[src/rtl/display_272p_pkg.sv]
// Timing constants and shared types for the 480x272 RGB LCD Pmod timing generator.
package display_272p_pkg;

    // Coordinate width wide enough for the 525-pixel line and 286-line frame
    localparam int LCD_CORDW  = 10;

    // Horizontal timing, in pixels (active area first)
    localparam int LCD_H_RES  = 480;
    localparam int LCD_H_FP   = 2;
    localparam int LCD_H_SYNC = 41;
    localparam int LCD_H_BP   = 2;

    // Vertical timing, in lines (active area first)
    localparam int LCD_V_RES  = 272;
    localparam int LCD_V_FP   = 2;
    localparam int LCD_V_SYNC = 10;
    localparam int LCD_V_BP   = 2;

    // Both syncs are active-low on this panel
    localparam logic LCD_H_POL = 1'b0;
    localparam logic LCD_V_POL = 1'b0;

    // Derived totals: 525 x 286 = 150150 pixel clocks per frame
    localparam int H_TOTAL = LCD_H_RES + LCD_H_FP + LCD_H_SYNC + LCD_H_BP;
    localparam int V_TOTAL = LCD_V_RES + LCD_V_FP + LCD_V_SYNC + LCD_V_BP;

    typedef logic [LCD_CORDW-1:0] coord_t;

endpackage

[src/rtl/sig_delay.sv]
// N-stage shift register with a loadable reset value; N=0 is a plain wire.
module sig_delay #(
    parameter int W = 1,
    parameter int N = 0
) (
    input  logic         clk_i,
    input  logic         rst_i,
    input  logic [W-1:0] rst_val_i,
    input  logic [W-1:0] d_i,
    output logic [W-1:0] q_o
);

    if (N == 0) begin : g_pass
        // Clock, reset and reset value have no role without stages
        logic unused_inputs;
        assign unused_inputs = ^{clk_i, rst_i, rst_val_i};
        assign q_o = d_i;
    end else begin : g_pipe
        logic [W-1:0] stage_q [N];

        // Shift the bundle one stage per clock; reset loads the idle value everywhere
        always_ff @(posedge clk_i or posedge rst_i) begin
            if (rst_i) begin
                for (int i = 0; i < N; i++) stage_q[i] <= rst_val_i;
            end else begin
                stage_q[0] <= d_i;
                for (int i = 1; i < N; i++) stage_q[i] <= stage_q[i-1];
            end
        end

        assign q_o = stage_q[N-1];
    end

endmodule

[src/rtl/display_timings_272p.sv]
// Pixel-clock timing generator for the 480x272 LCD: coordinates, syncs, data
// enable, line/frame strobes and a wrapping frame counter. Syncs, de and the
// strobes are decoded from the next-count values so they register together
// with the sx/sy they describe; an optional delay realigns hsync/vsync/de.
module display_timings_272p
    import display_272p_pkg::*;
#(
    parameter int   CORDW  = LCD_CORDW,
    parameter int   H_RES  = LCD_H_RES,
    parameter int   H_FP   = LCD_H_FP,
    parameter int   H_SYNC = LCD_H_SYNC,
    parameter int   H_BP   = LCD_H_BP,
    parameter int   V_RES  = LCD_V_RES,
    parameter int   V_FP   = LCD_V_FP,
    parameter int   V_SYNC = LCD_V_SYNC,
    parameter int   V_BP   = LCD_V_BP,
    parameter logic H_POL  = LCD_H_POL,
    parameter logic V_POL  = LCD_V_POL,
    parameter int   PIPE   = 0,
    parameter int   FCW    = 8
) (
    input  logic             clk_pix,
    input  logic             rst_pix,
    output logic [CORDW-1:0] sx,
    output logic [CORDW-1:0] sy,
    output logic             hsync,
    output logic             vsync,
    output logic             de,
    output logic             line,
    output logic             frame,
    output logic [FCW-1:0]   frame_cnt
);

    localparam int HT = H_RES + H_FP + H_SYNC + H_BP;
    localparam int VT = V_RES + V_FP + V_SYNC + V_BP;

    // Boundary constants, all compared unsigned at CORDW bits
    localparam logic [CORDW-1:0] H_LAST = CORDW'(HT - 1);
    localparam logic [CORDW-1:0] V_LAST = CORDW'(VT - 1);
    localparam logic [CORDW-1:0] H_ACT  = CORDW'(H_RES);
    localparam logic [CORDW-1:0] V_ACT  = CORDW'(V_RES);
    localparam logic [CORDW-1:0] HS_STA = CORDW'(H_RES + H_FP);
    localparam logic [CORDW-1:0] HS_END = CORDW'(H_RES + H_FP + H_SYNC - 1);
    localparam logic [CORDW-1:0] VS_STA = CORDW'(V_RES + V_FP);
    localparam logic [CORDW-1:0] VS_END = CORDW'(V_RES + V_FP + V_SYNC - 1);

    // Refuse to elaborate if any boundary would be truncated
    if (HT > (2 ** CORDW)) begin : g_bad_h
        $error("horizontal total does not fit in CORDW bits");
    end
    if (VT > (2 ** CORDW)) begin : g_bad_v
        $error("vertical total does not fit in CORDW bits");
    end
    if (PIPE < 0 || PIPE > 3) begin : g_bad_pipe
        $error("PIPE must be in 0..3");
    end

    logic [CORDW-1:0] sx_q, sx_d;
    logic [CORDW-1:0] sy_q, sy_d;
    logic             hs_q, hs_d;
    logic             vs_q, vs_d;
    logic             de_q, de_d;
    logic             line_q, line_d;
    logic             frame_q, frame_d;
    logic [FCW-1:0]   fcnt_q;

    // Next counter values and the signals decoded from them
    always_comb begin
        sx_d = sx_q + 1'b1;
        sy_d = sy_q;
        if (sx_q == H_LAST) begin
            sx_d = '0;
            sy_d = (sy_q == V_LAST) ? '0 : sy_q + 1'b1;
        end
        hs_d    = (sx_d >= HS_STA && sx_d <= HS_END) ? H_POL : ~H_POL;
        // Depends on sy only, so it can only change when sx wraps to 0
        vs_d    = (sy_d >= VS_STA && sy_d <= VS_END) ? V_POL : ~V_POL;
        de_d    = (sx_d < H_ACT) && (sy_d < V_ACT);
        line_d  = (sx_d == '0);
        frame_d = (sx_d == '0) && (sy_d == V_ACT);
    end

    // Register counters, decodes and the frame counter; reset parks at the last pixel
    always_ff @(posedge clk_pix or posedge rst_pix) begin
        if (rst_pix) begin
            sx_q    <= H_LAST;
            sy_q    <= V_LAST;
            hs_q    <= ~H_POL;
            vs_q    <= ~V_POL;
            de_q    <= 1'b0;
            line_q  <= 1'b0;
            frame_q <= 1'b0;
            fcnt_q  <= '0;
        end else begin
            sx_q    <= sx_d;
            sy_q    <= sy_d;
            hs_q    <= hs_d;
            vs_q    <= vs_d;
            de_q    <= de_d;
            line_q  <= line_d;
            frame_q <= frame_d;
            if (frame_d) fcnt_q <= fcnt_q + 1'b1;
        end
    end

    logic [2:0] sync_idle;
    logic [2:0] sync_dly;
    assign sync_idle = {~H_POL, ~V_POL, 1'b0};

    sig_delay #(
        .W (3),
        .N (PIPE)
    ) u_sync_dly (
        .clk_i     (clk_pix),
        .rst_i     (rst_pix),
        .rst_val_i (sync_idle),
        .d_i       ({hs_q, vs_q, de_q}),
        .q_o       (sync_dly)
    );

    assign sx        = sx_q;
    assign sy        = sy_q;
    assign hsync     = sync_dly[2];
    assign vsync     = sync_dly[1];
    assign de        = sync_dly[0];
    assign line      = line_q;
    assign frame     = frame_q;
    assign frame_cnt = fcnt_q;

endmodule

[config.mk]
export PLATFORM = sky130hd
export DESIGN_NAME = display_timings_272p
export DESIGN_NICKNAME = d
export VERILOG_FILES = /design/src/rtl/display_272p_pkg.sv /design/src/rtl/sig_delay.sv /design/src/rtl/display_timings_272p.sv
export SDC_FILE = /design/constraint.sdc
export NUM_CORES = 1
export LEC_CHECK = 0
export BUFFER_PORTS_ARGS = -buffer_cell sky130_fd_sc_hd__buf_2
export CAP_MARGIN = 0
export CORE_ASPECT_RATIO = 0.9
export CORE_UTILIZATION = 40
export DETAILED_ROUTE_END_ITERATION = 7
export HOLD_SLACK_MARGIN = 0.15
export PLACE_DENSITY_LB_ADDON = 0.3
export SYNTH_ARGS = -nofsm -noshare
export SYNTH_HDL_FRONTEND = slang
export SYNTH_HIERARCHICAL = 1
export SYNTH_SLANG_ARGS = --single-unit
[constraint.sdc]
create_clock -name clk_pix -period 2.75 [get_ports clk_pix]
set_input_delay 0.275 -clock clk_pix [delete_from_list [all_inputs] [get_ports clk_pix]]
set_output_delay 0.275 -clock clk_pix [all_outputs]
set_load 0.1 [all_outputs]
==> impl_metrics.csv, run 1 <==
group,metric,value,unit
place,dp.cells,318,
layout,fin_cells,332,
synth,syn-num-nets,221,
sta,slew_headroom,57.9,%
sta,finalHoldViolCount,0,
sta,fin_worst_skew,11.7,ps
global_route,antenna_found_initial,0,
floorplan,fp.dieW,77.3,microns
sta,max_freq,374,MHz
clocking,cts-root-buf,"clkbuf_8",
power_and_ir_drop,power,981,uW
synth,synth_area,2040,sq um
clocking,clk_pin_slew_worst_paths,70,ps
layout,drive_gt1_share,42.3,%
critical_path,cp-start-kind,"register",
global_route,overflow,0,
power_and_ir_drop,power_leakage,0.00116,uW
routing,drt_pass1_iterations,4,
clocking,clock_sink_count,33,
floorplan,die_h,69.8,microns
sta,period_share,97.2,%
global_route,grt_pass1_vias,1642,
sta,setup_ws,78.0,ps
place,io_buffer_count,34,
clocking,clk_latency,310,ps
layout,post-route-util,54.3,%
floorplan,io_pins,35,
flow_run,drv_cap,0,
layout,areaGrowthSynthToFinish,29.5,%
routing,vias,1752,
routing,wl,4800,microns
outcome,status,"finished, final reports clean",
critical_path,rr_startpoint,"sx[7]$_DFF_PP0_",
critical_path,slowest_stage,"dfrtp_4",
sta,period_needed,2670,ps
sta,worst_pin_slew,630,ps
layout,n_antenna_cell,0,
floorplan,start_util,42.0,%
critical_path,worstPathMaxFanout,7,
synth,syn_inst,213,
routing,drc,0,
critical_path,cp_cell_sequence,"or3_4, or3_4, buf_4, o21ai_2, nand4b_1, nor4b_4, buf_4, nand4_1, xnor2_1",
global_route,grt_max_degree,18,
critical_path,crit_type,"reg2reg",
clocking,htreeDepth,2,
floorplan,die-area,5400,sq um
power_and_ir_drop,ir_worst_vdd,0.170,mV
min_path,worstHoldPathCells,1,
routing,via_per_inst,5.28,
layout,fin_nets,274,
synth,yosysWarnings,6,
critical_path,cp-startpoint,"sx[7]$_DFF_PP0_",
routing,drtAntennaViolNets,0,
place,hpwl,3490,microns
place,gp_congestion,0.926,
power_and_ir_drop,pwr_density_cell,371,nW/um^2
critical_path,ff2ff_path_depth,9,
place,place_ws,59.4,ps
sta,setup_viol,0,
global_route,grt_usage,19.0,%
critical_path,required,2940,ps
routing,drt_iter0_drc,92,
clocking,cts_buffers,5,
global_route,grt_pass1_wl,7900,microns
clocking,cts_tree,"yes",
critical_path,end_kind,"register",
floorplan,rows,24,
min_path,worstHoldStart,"frame_cnt[7]$_DFFE_PP0P_",
critical_path,max_stage_delay,470,ps
synth,avgSynthCellArea,9.59,sq um
clocking,clockBufferDepth,2,
critical_path,worstPathArrival,2860,ps
min_path,hold_path_class,"reg2reg",
routing,wl_per_cell,14.5,microns
sta,slew_viol_final,0,
floorplan,core,4860,sq um
sta,tns,0,ps
==> sequential cells by signal, indices dropped and copies added (netlist names) <==
register and count:
de_q 1, frame 1, frame_cnt 8, hs_q 1, line 1, sx 10, sy 10, vs_q 1
==> per-stage QoR <==
step                instance area, sq um  hold WS (ps)
floorplan                           2090           396
global placement                    2410           381
detailed placement                  2410           388
CTS                                 2530           477
global route                        2640           511
finish                              2640           468
==> final timing paths <==
path / to / slack (ps)
hold reg to reg: frame_cnt[7]$_DFFE_PP0P_ / 470
setup / recovery: frame_cnt[4]$_DFFE_PP0P_ / 80
setup reg to reg: frame_cnt[4]$_DFFE_PP0P_ / 80
min in group asynchronous: sx[4]$_DFF_PP0_ / 590
hold / removal: frame_cnt[7]$_DFFE_PP0P_ / 470
max in group asynchronous: vs_q$_DFF_PP1_ / 1430
==> report_power, final <==
group	leakage (uW)	internal, uW	total [uW]	switching [uW]
combinational	0.000706	2.41	11.6	9.19
clock	0.0000585	295	484	189
sequential	0.000400	485	485	0
total	0.00116	783	981	198
==> final cells by class <==
class / instances / area (sq um)
multi-input cells: 162 / 1190
clock buffers: 7 / 86.3
inverters: 7 / 28.8
flip-flops and latches: 33 / 878
fillers: 456 / 2220
repair buffers: 57 / 345
well taps: 65 / 81.3
clock inverters: 1 / 30.0
==> timing repair <==
| action | CTS | global route |
|---|---|---|
| hold buffers | 1 | 0 |
| buffers inserted | 0 | 4 |
| hold endpoints to repair | 11 | 0 |
| gates resized for setup | 0 | 13 |
| endpoints found under the setup margin | 0 | 7 |
==> cell usage in the layout, fill, tap and decap left out, drive strengths merged, types with 4 or more instances in the layout <==
master  count
a211oi      4
a21oi       4
a31oi       4
and2        6
and3        7
buf        56
clkbuf      7
dfrtp      23
dfstp      10
ha          6
inv         7
nand2      23
nand3      14
nand4       4
nor2       13
nor2b       4
nor3        6
o21ai       9
or3         5
xnor2      14
xor2        4
==> critical path, delay by kind of cell (launching register included) <==
kind	cells	cell delay, ps
AOI/OAI and AO/OA	1	150
xor gates and xnor gates	1	140
DFF	1	470
buffers and inverters	2	350
and+or+nand+nor	5	1450
==> metal layers <==
metal	part of all wire (%)	global-route usage [%]	wire, microns	up-vias
li1	-	-	-	873
met1	50	27.1	2410	824
met2	43	26.9	2070	42
met3	3.7	3.82	179	13
met4	2.8	9.85	136	0
met5	0	0	0	-
(Power assumes the default switching activity.)
==> inputs of run 2 (changes only) <==
Settings changed: GPL_TIMING_DRIVEN set to 0.
Clock period 2.75 ns to 2.94 ns, I/O delays scaled along.
==> run 2 against run 1 <==
  * Fmax fell by 4.0%
  * Via count up 2.6%
  * Final cell count decreased by 3.0%
  * Core utilization decreased by 3.1 points
  * Sequential power is 6.4% lower
  * Total power down 16%
  * Worst hold slack lost 360 ps
  * Die area is the same
  * Routed wire length is 4.5% lower
  * Setup slack improved by 80 ps
  * Global-route usage shrank 0.37 points
  * Largest cell class unchanged
==> impl_metrics.csv, run 2 (synthesis gave the netlist of run 1 again) <==
group,metric,value,unit
global_route,antenna_found_initial,0,
layout,final.fill_count,461,
clocking,cts-root-buf,"clkbuf_8",
floorplan,start_util,42.0,%
place,post_dp_cell_area,2320,sq um
power_and_ir_drop,power_leakage,0.00107,uW
critical_path,end_kind,"register",
clocking,clock_sink_count,33,
routing,drtAntennaViolNets,0,
routing,drt_iter0_drc,122,
critical_path,max_stage_delay,530,ps
critical_path,path_common_cell,"inv_2",
clocking,cts_buffers,5,
routing,vias,1798,
sta,period_share,94.6,%
place,hpwl,3340,microns
outcome,status,"finished, final reports clean",
routing,via_per_inst,5.58,
sta,holdWs,109,ps
critical_path,worstPathArrival,2980,ps
sta,period_needed,2780,ps
sta,setup_ws,158,ps
global_route,grt_max_degree,34,
layout,fin_area,2490,sq um
sta,fin_worst_skew,8.24,ps
sta,slew_headroom,54.0,%
place,io_buffer_count,34,
floorplan,rows,24,
clocking,htreeDepth,2,
floorplan,die-area,5400,sq um
critical_path,worstPathMaxFanout,10,
clocking,hold_buffers,0,
sta,slew_viol_final,0,
critical_path,path_delay_family,"simple AND/OR/NAND/NOR gates",
floorplan,io_pins,35,
global_route,grt_usage,18.6,%
critical_path,slowest_stage,"dfrtp_4",
routing,drt_pass1_iterations,4,
layout,final_cell_mix,"buf_2 (36), nand2_1 (22), xnor2_1 (14), nand3_1 (14), dfrtp_1 (14)",
critical_path,required,3140,ps
sta,setup_viol,0,
sta,finalHoldViolCount,0,
power_and_ir_drop,ir_worst_vdd,0.169,mV
layout,areaGrowthSynthToFinish,22.1,%
floorplan,fp.dieW,77.3,microns
critical_path,critPathBufInv,3,
layout,drive_gt1_share,38.9,%
sta,max_freq,359,MHz
global_route,overflow,0,
floorplan,die_h,69.8,microns
sta,worst_pin_slew,689,ps
routing,wl,4580,microns
routing,drc,0,
clocking,clockBufferDepth,2,
global_route,grt_pass1_wl,7920,microns
floorplan,core,4860,sq um
critical_path,crit_type,"reg2reg",
layout,fin_nets,264,
place,gp_congestion,0.835,
layout,n_antenna_cell,0,
clocking,cts_tree,"yes",
clocking,clk_pin_slew_worst_paths,70,ps
critical_path,cp-start-kind,"register",
min_path,hold_path_class,"in2async",
power_and_ir_drop,pwr_density_cell,329,nW/um^2
critical_path,cp_cell_sequence,"inv_2, ha_2, nand4bb_4, or3_4, buf_6, o31ai_4, and2_1, inv_2, or4_4, a211oi_2",
global_route,grt_pass1_vias,1638,
layout,final_common_cell,"buf_2",
clocking,clk_latency,290,ps
place,place_ws,-48.8,ps
routing,wl_per_cell,14.2,microns
layout,post-route-util,51.3,%
power_and_ir_drop,power,820,uW
flow_run,drv_cap,0,
==> run 2: changes by cell type in the layout (fill, tap and decap cells not counted), sizes merged <==
cell         before  now
or3               5    4
bufinv            1    0
dlygate4sd3       1    0
buf              56   46
clkbuf            7   10
==> run 2: where the power goes <==
part	internal, uW	switching (uW)
Sequential	454	0
Combinational	0.600	8.71
Clock	191	165
Total	646	174
==> run 2: worst reg2reg max path, delay by kind of cell (launching register included) <==
family	cells	cell delay, ps
and+or+nand+nor	4	1190
DFF	1	530
adders and majority gates	1	190
buffers and inverters	3	280
AOI/OAI and AO/OA	2	510
==> run 2: layout make-up <==
type	instances	area [sq um]	area share, %
well taps	65	81.3	3.26
repair buffers	39	208	8.33
inverters	7	26.3	1.05
plain buffers	9	63.8	2.56
clock buffers	8	90.1	3.61
multi-input cells	161	1160	46.7
flip-flops and latches	33	860	34.5
==> run 2: per-layer routing <==
metal	part of all wire (%)	wire (microns)	vias to the layer above	GRT usage (%)
met5	0	0	-	0
met4	1.4	62	0	6.50
met3	5.0	227	8	3.68
met2	46	2110	57	27.6
met1	48	2190	881	26.8
li1	-	-	852	-
==> run 2: through the flow <==
stage          std cells  TNS (ps)
2_1_floorplan        213         0
3_3_place_gp         312     -4.21
3_5_place_dp         312     -48.8
4_1_cts              321         0
5_1_grt              322     -10.8
6_report             322         0
==> run 2: path summary, 6_finish.rpt <==
kind                                     startpoint                  endpoint  slack, ps  cells past startpoint
min                                         rst_pix           sy[7]$_DFF_PP0_        110                      2
max                                 sx[0]$_DFF_PP0_            de_q$_DFF_PP0_        160                     10
min reg2reg                frame_cnt[7]$_DFFE_PP0P_  frame_cnt[7]$_DFFE_PP0P_        470                      1
max in group asynchronous                   rst_pix           sx[0]$_DFF_PP0_       2320                      2
max reg2reg                         sx[0]$_DFF_PP0_            de_q$_DFF_PP0_        160                     10
min in group clk_pix       frame_cnt[7]$_DFFE_PP0P_  frame_cnt[7]$_DFFE_PP0P_        470                      1
==> run 2: timing repair <==
action | in CTS | in global routing
buffers inserted | 1 | 4
setup endpoints to repair | 1 | 7
pin swaps | 1 | 6
gates resized for setup | 0 | 12
